==> config.mk <==
export PLATFORM = sky130hd
export DESIGN_NAME = alu
export DESIGN_NICKNAME = d
export VERILOG_FILES = /design/src/rtl/alu.sv
export SDC_FILE = /design/constraint.sdc
export NUM_CORES = 2
export LEC_CHECK = 0
export ABC_CLOCK_PERIOD_IN_PS = 242000
export CORE_UTILIZATION = 45
export DETAILED_ROUTE_END_ITERATION = 6
export MAX_ROUTING_LAYER = met4
export PLACE_DENSITY = 0.7
export SKIP_CTS_REPAIR_TIMING = 1
export SYNTH_ARGS = -nofsm -noshare
export SYNTH_HDL_FRONTEND = slang
export SYNTH_SLANG_ARGS = --single-unit
export TNS_END_PERCENT = 20
==> constraint.sdc <==
create_clock -name clk -period 242 [get_ports clk]
set_clock_uncertainty 0.15 [all_clocks]
set_input_delay 48.4 -clock clk [delete_from_list [all_inputs] [get_ports clk]]
set_output_delay 48.4 -clock clk [all_outputs]
set_load 0.01 [all_outputs]
==> src/rtl/alu.sv <==
// -----------------------------------------------------------------------------
// alu - arithmetic/logic unit with a single registered result stage.
//
// Combines two unsigned DATAWIDTH-bit operands under a 4-bit opcode. The
// result and its zero flag are captured on the next rising clock edge, so
// latency is one cycle and a new operation is accepted every cycle. The
// memory, jump, branch and load-immediate opcodes all use the adder, which
// lets the CPU use this block to compute addresses and targets.
//
// Ports:
//   clk       in   1          rising-edge clock
//   rst       in   1          synchronous active-high reset (out=0, zero=1)
//   a_i       in   DATAWIDTH  operand A (unsigned)
//   b_i       in   DATAWIDTH  operand B (unsigned)
//   opcode_i  in   4          operation select
//   out_o     out  DATAWIDTH  registered result
//   zero_o    out  1          registered flag, high when out_o is all zeros
// -----------------------------------------------------------------------------
module alu #(
   parameter int DATAWIDTH = 32
) (
   input  logic                 clk,
   input  logic                 rst,
   input  logic [DATAWIDTH-1:0] a_i,
   input  logic [DATAWIDTH-1:0] b_i,
   input  logic [3:0]           opcode_i,
   output logic [DATAWIDTH-1:0] out_o,
   output logic                 zero_o
);

   // Opcode encodings shared with the CPU decoder.
   localparam logic [3:0] ADD_OP = 4'd0;
   localparam logic [3:0] SUB_OP = 4'd1;
   localparam logic [3:0] MUL_OP = 4'd2;
   localparam logic [3:0] DIV_OP = 4'd3;
   localparam logic [3:0] AND_OP = 4'd4;
   localparam logic [3:0] OR_OP  = 4'd5;
   localparam logic [3:0] XOR_OP = 4'd6;
   localparam logic [3:0] LW_OP  = 4'd7;
   localparam logic [3:0] SW_OP  = 4'd8;
   localparam logic [3:0] JMP_OP = 4'd9;
   localparam logic [3:0] BEQ_OP = 4'd10;
   localparam logic [3:0] BGT_OP = 4'd11;
   localparam logic [3:0] BLT_OP = 4'd12;
   localparam logic [3:0] LI_OP  = 4'd13;

   logic [DATAWIDTH-1:0] sum;
   logic [DATAWIDTH-1:0] diff;
   logic [DATAWIDTH-1:0] prod;
   logic [DATAWIDTH-1:0] quot;
   logic [DATAWIDTH-1:0] out_d, out_q;
   logic                 zero_d, zero_q;

   // Arithmetic sub-path. All results are taken modulo 2^DATAWIDTH; the
   // multiplier keeps only the low half of the product.
   assign sum  = a_i + b_i;
   assign diff = a_i - b_i;
   assign prod = a_i * b_i;
   // Divide by zero saturates to all ones instead of trapping.
   assign quot = (b_i == '0) ? '1 : (a_i / b_i);

   always_comb begin
      out_d = '0;  // reserved opcodes 14/15 produce zero
      case (opcode_i)
         ADD_OP, LW_OP, SW_OP, JMP_OP,
         BEQ_OP, BGT_OP, BLT_OP, LI_OP: out_d = sum;
         SUB_OP:                         out_d = diff;
         MUL_OP:                         out_d = prod;
         DIV_OP:                         out_d = quot;
         AND_OP:                         out_d = a_i & b_i;
         OR_OP:                          out_d = a_i | b_i;
         XOR_OP:                         out_d = a_i ^ b_i;
         default:                        out_d = '0;
      endcase
      // Flag comes from the same value that gets registered.
      zero_d = (out_d == '0);
   end

   always_ff @(posedge clk) begin
      if (rst) begin
         out_q  <= '0;
         zero_q <= 1'b1;
      end else begin
         out_q  <= out_d;
         zero_q <= zero_d;
      end
   end

   assign out_o  = out_q;
   assign zero_o = zero_q;

endmodule

# ---- After elaboration in Yosys (flattened, before gate mapping)
# Cells that the tools add are included.
dict set report word_totals {
  output_inout_bits 33
  reg_bits 33
  wordCells 28
}
dict set report op_classes {
  n_mux 2
  add_sub_neg 2
  n_bitwise 3
  div 1
  n_mul 1
  reduce_logical 4
  eq_ne 13
}
# op count
set ops {}
lappend ops {{case mux 32 bit (7 select lines)} 1}
lappend ops {{zero test 32 bit} 2}
lappend ops {{adder 32 bit} 1}
lappend ops {{AND 32 bit} 1}
lappend ops {{divider 32 x 32 -> 32 bit} 1}
lappend ops {{multiplier 32 x 32 -> 32 bit} 1}
lappend ops {{2-to-1 mux 32 bit} 1}
lappend ops {{bitwise OR 32 bit} 1}
lappend ops {{subtractor 32 bit} 1}
lappend ops {{XOR 32 bit} 1}
lappend ops {{== test 4 bit (second input constant)} 6}
lappend ops {{== test 4 x 3 -> 1 bit (second input constant)} 4}
lappend ops {{== test 4 x 2 -> 1 bit (second input constant)} 2}
lappend ops {{OR reduction 8 bit} 1}
lappend ops {{== test 4 x 1 -> 1 bit (second input constant)} 1}
lappend ops {{zero test 4 bit} 1}

# ---- Longest topological paths before layout
dict set report depth {
  word_depth 4
  ltp_mapped 333
}

# ---- Worst setup path after synthesis
# Ideal clock, no wire load.
dict set report synth_timing {
  path_kind {input -> register}
  from {input b_i[0]}
  to {register zero_q (netlist: zero_o)}
  arrival_time_ns 117.218
  setup_ns 0.101
  t_required_ns 241.749
  cell_stages 294
  slack_ns 124.531
  cell_sequence {clkbuf_1 -> inv_1 -> clkbuf_1 -> ha_1 -> a21oi_1 -> ha_1 -> o21a_1 -> o21a_1 -> a311o_1 -> o211ai_1 -> ha_1 -> a21o_1 -> o21ai_0 -> nor2_1 -> mux2_2 -> ha_1 -> nor2_1 -> a211oi_1 -> [258 not listed] -> a21o_1 -> a21boi_0 -> o32ai_1 -> clkbuf_1 -> mux2_2 -> ha_1 -> a21oi_1 -> nor3_1 -> a2111oi_0 -> o21ai_0 -> a211oi_1 -> o31ai_1 -> a21oi_1 -> nand3_1 -> or4_1 -> nor3_1 -> nand3_1 -> o41ai_1}
}
dict set report synth_between {
  elab_chain_len 4
  word_cells_on_any_way 11
  classes_between {add/sub: 2; mul: 1; div: 1; mux: 2; bitwise: 3; reduce/logical: 2}
}
# element line
set synth_lines {}
lappend synth_lines {{start, declared} 25} ;# input logic [DATAWIDTH-1:0] b_i,
lappend synth_lines {{divider 32 x 32 -> 32 bit or zero test 32 bit (tied branches)} 60} ;# assign quot = (b_i == '0) ? '1 : (a_i / b_i);
lappend synth_lines {{2-to-1 mux 32 bit} 60}
lappend synth_lines {{case mux 32 bit (7 select lines) *} 64} ;# case (opcode_i)
lappend synth_lines {{zero test 32 bit *} 76} ;# zero_d = (out_d == '0);
lappend synth_lines {{end signal, assigned} 85} ;# zero_q <= zero_d;
lappend synth_lines {{end, declared} 52} ;# logic zero_d, zero_q;
# Every way passes the cells marked *; elsewhere a longest branch is shown, timed or not.
# A chain may end at the register's enable or synchronous reset.

# ---- Final worst setup path
dict set report layout_timing {
  from {input b_i[23]}
  to {register zero_q (netlist: zero_o)}
}
# The elaborated chain is that of the path after synthesis.

==> flow_summary.ini <==
[yosys]
synth-edff-count = 0
synth-async-reset-ratio = 0
synth_area_per_cell_um2 = 7.24
synthesis.area_um2 = 50300
synthTopCellsByArea = ha_1 (19%), fa_1 (16%), nand2_1 (6.8%), xnor2_1 (5.3%), nor2_1 (5.0%)
synth.most_common_cell = nand2_1
synth_cell_type_count = 106
syn_nets = 8177
synth_ff_type = dfxtp_1
yosys.area.top_type = ha_1
ys_seq_area_frac = 0.0131
synth_top_area_frac = 0.186
syn_inst = 6948
synth_warnings = 0
synth-seq-cells = 33
synthTopCellsByCount = nand2_1 (909), ha_1 (750), nor2_1 (671), inv_1 (666), a21oi_1 (432)

[setup_path]
slowest_delay_ns = 1.05
worstPathArrival_ns = 133.19
path_max_fanout = 35
cp.required_ns = 242.05
end_kind = register
path_common_cell = ha_1
path_class = in -> reg
slowest_stage = a2bb2oi_1
critPathLaunchType = input pin

[die]
start_util = 0.454
num_rows = 122
die-height_um = 336
chipWidth_um = 336
die_area_um2 = 113000
core_um2 = 111000
boundaryPins = 103

[final_layout]
ff_latch_area_um2 = 661
drive_gt1_frac = 0.0548
areaGrowthSynthToFinish_pct = 6.54
final_util = 0.484
multi_input_area_um2 = 46200
finalNetCount = 8167
fill_cells = 11400

[sta]
timing.setup.tns_ns = 0
max_freq_mhz = 7.51
fin_crit_ns = 133.14
hold_viol = 0
rsz0062_at_grt = false
fin_crit_sh = 0.550
max-slew-margin-rel = -0.0401
setup_viol = 0
tightest_slew_ns = 1.52
drv_slew = 3

[clock_network]
path_clk_slew_ns = 0.07
cts_made_buffers = 5
clock-sinks = 33
cts_tree = built
cts_buffer_depth = 2
clockRootBuffer = clkbuf_16
htree_levels = 2

[drt]
route.detailed.drc = 0
first_iter_violations = 6275
wl_mm = 232
route.vias.total = 54400
wl_per_cell_um = 27.5
drt_pass1_iterations = 6
top_layer = met4
met3_wirelength_mm = 27.5
avgViaCountPerCell = 6.44
wl_met2_mm = 96.0
ant_nets = 0
wl_met1_mm = 93.8

[min_path]
min_path_cells = 3
whs_endpoint = out_o[5]$_SDFF_PP0_
hold_path.startpoint = rst
hold_class = in -> reg

[placement]
io_buffers = 102
gp_congestion = 1.08
dp_hpwl_mm = 182

[global_route]
grt_pass1_wl_mm = 337
grt_pass1_vias = 51600
grt_usage = 0.412
grt_max_degree = 36
grt_overflow = 0
antenna_found_initial = 9

[pwr]
ir_drop_v = 0.0000376
fin_total_pwr_w = 0.000740
powerDensity_nw_per_um2 = 13.8
leakage_nw = 25.3

[run]
maxCapViolCount = 1

[status]
status = finished, violations left
violations = capacitance limit, slew limit
[flip-flops by register name, summed over array words and instances (netlist names)]
name and cells:
zero_o 1, out_o 32
[cell families (layout without fill, tap and decap cells)]
kind of cell	Yosys count	count (layout)	share of synthesized area
flip-flops	33	33	0.0131
AND/OR/NAND/NOR	2430	2430	0.222
multiplexers	126	126	0.0268
buffers and inverters	954	945	0.0717
AO/OA/AOI/OAI	1785	1785	0.238
other	0	12	0
adder cells (fa/ha/maj)	1159	1159	0.349
XOR/XNOR	461	461	0.0802
[worst max-delay path by stage]
stage / startpoint / end / slack [ns] / cells past startpoint
after floorplan: b_i[0] / zero_o$_SDFF_PP1_ / 124.53 / 294
after global placement: b_i[23] / zero_o$_SDFF_PP1_ / 112.43 / 279
after detailed placement: b_i[23] / zero_o$_SDFF_PP1_ / 110.83 / 278
after CTS: b_i[23] / zero_o$_SDFF_PP1_ / 110.83 / 278
after global routing: b_i[23] / zero_o$_SDFF_PP1_ / 103.87 / 275
final: b_i[23] / zero_o$_SDFF_PP1_ / 108.86 / 278
[layout by cell type (no fill, tap or decap), drive strengths merged, types with 139 or more instances in the layout]
cell | synthesis | routed
nand2 | 909 | 909
ha | 750 | 750
nor2 | 674 | 674
inv | 669 | 672
a21oi | 434 | 434
fa | 409 | 409
o21ai | 342 | 342
xnor2 | 304 | 304
a21o | 173 | 173
xor2 | 157 | 157
buf | 55 | 156
nor3 | 153 | 153
nand3 | 139 | 139
[metrics by stage]
step | hold slack, ns | instances | area [um^2] | setup WS, ns
3_3_place_gp | 48.99 | 8419 | 53400 | 112.43
6_report | 48.76 | 8439 | 53600 | 108.86
3_5_place_dp | 48.99 | 8419 | 53400 | 110.83
4_1_cts | 48.75 | 8427 | 53600 | 110.83
2_1_floorplan | 48.32 | 6948 | 50300 | 124.53
5_1_grt | 48.76 | 8435 | 53600 | 103.87
[critical path, delay by kind of cell]
kind	cells	cell delay, ns
buffers and inverters	17	4.78
adders and majority gates	31	10.05
muxes	8	3.03
AOI/OAI and AO/OA	153	48.19
and+or+nand+nor	69	18.50
[per-layer routing]
| layer | GRT usage | up-vias |
|---|---|---|
| li1 | - | 24400 |
| met1 | 0.528 | 26200 |
| met2 | 0.597 | 3157 |
| met3 | 0.101 | 705 |
| met4 | 0.214 | 0 |
| met5 | - | - |
[final cells by class]
class / count / share of cell area
clock inverter: 3 / 0.000863
multi-input combinational: 5961 / 0.861
timing repair buffer: 258 / 0.0409
tap: 1488 / 0.0347
antenna: 12 / 0.000560
inverter: 679 / 0.0475
sequential: 33 / 0.0123
clock buffer: 5 / 0.00233
[where the power goes]
part           internal [W]  switching (W)
sequential       0.00000705    0.000000868
combinational      0.000281       0.000443
clock            0.00000489     0.00000333
total              0.000293       0.000447
Note: power is estimated with default switching activity, not from simulation.
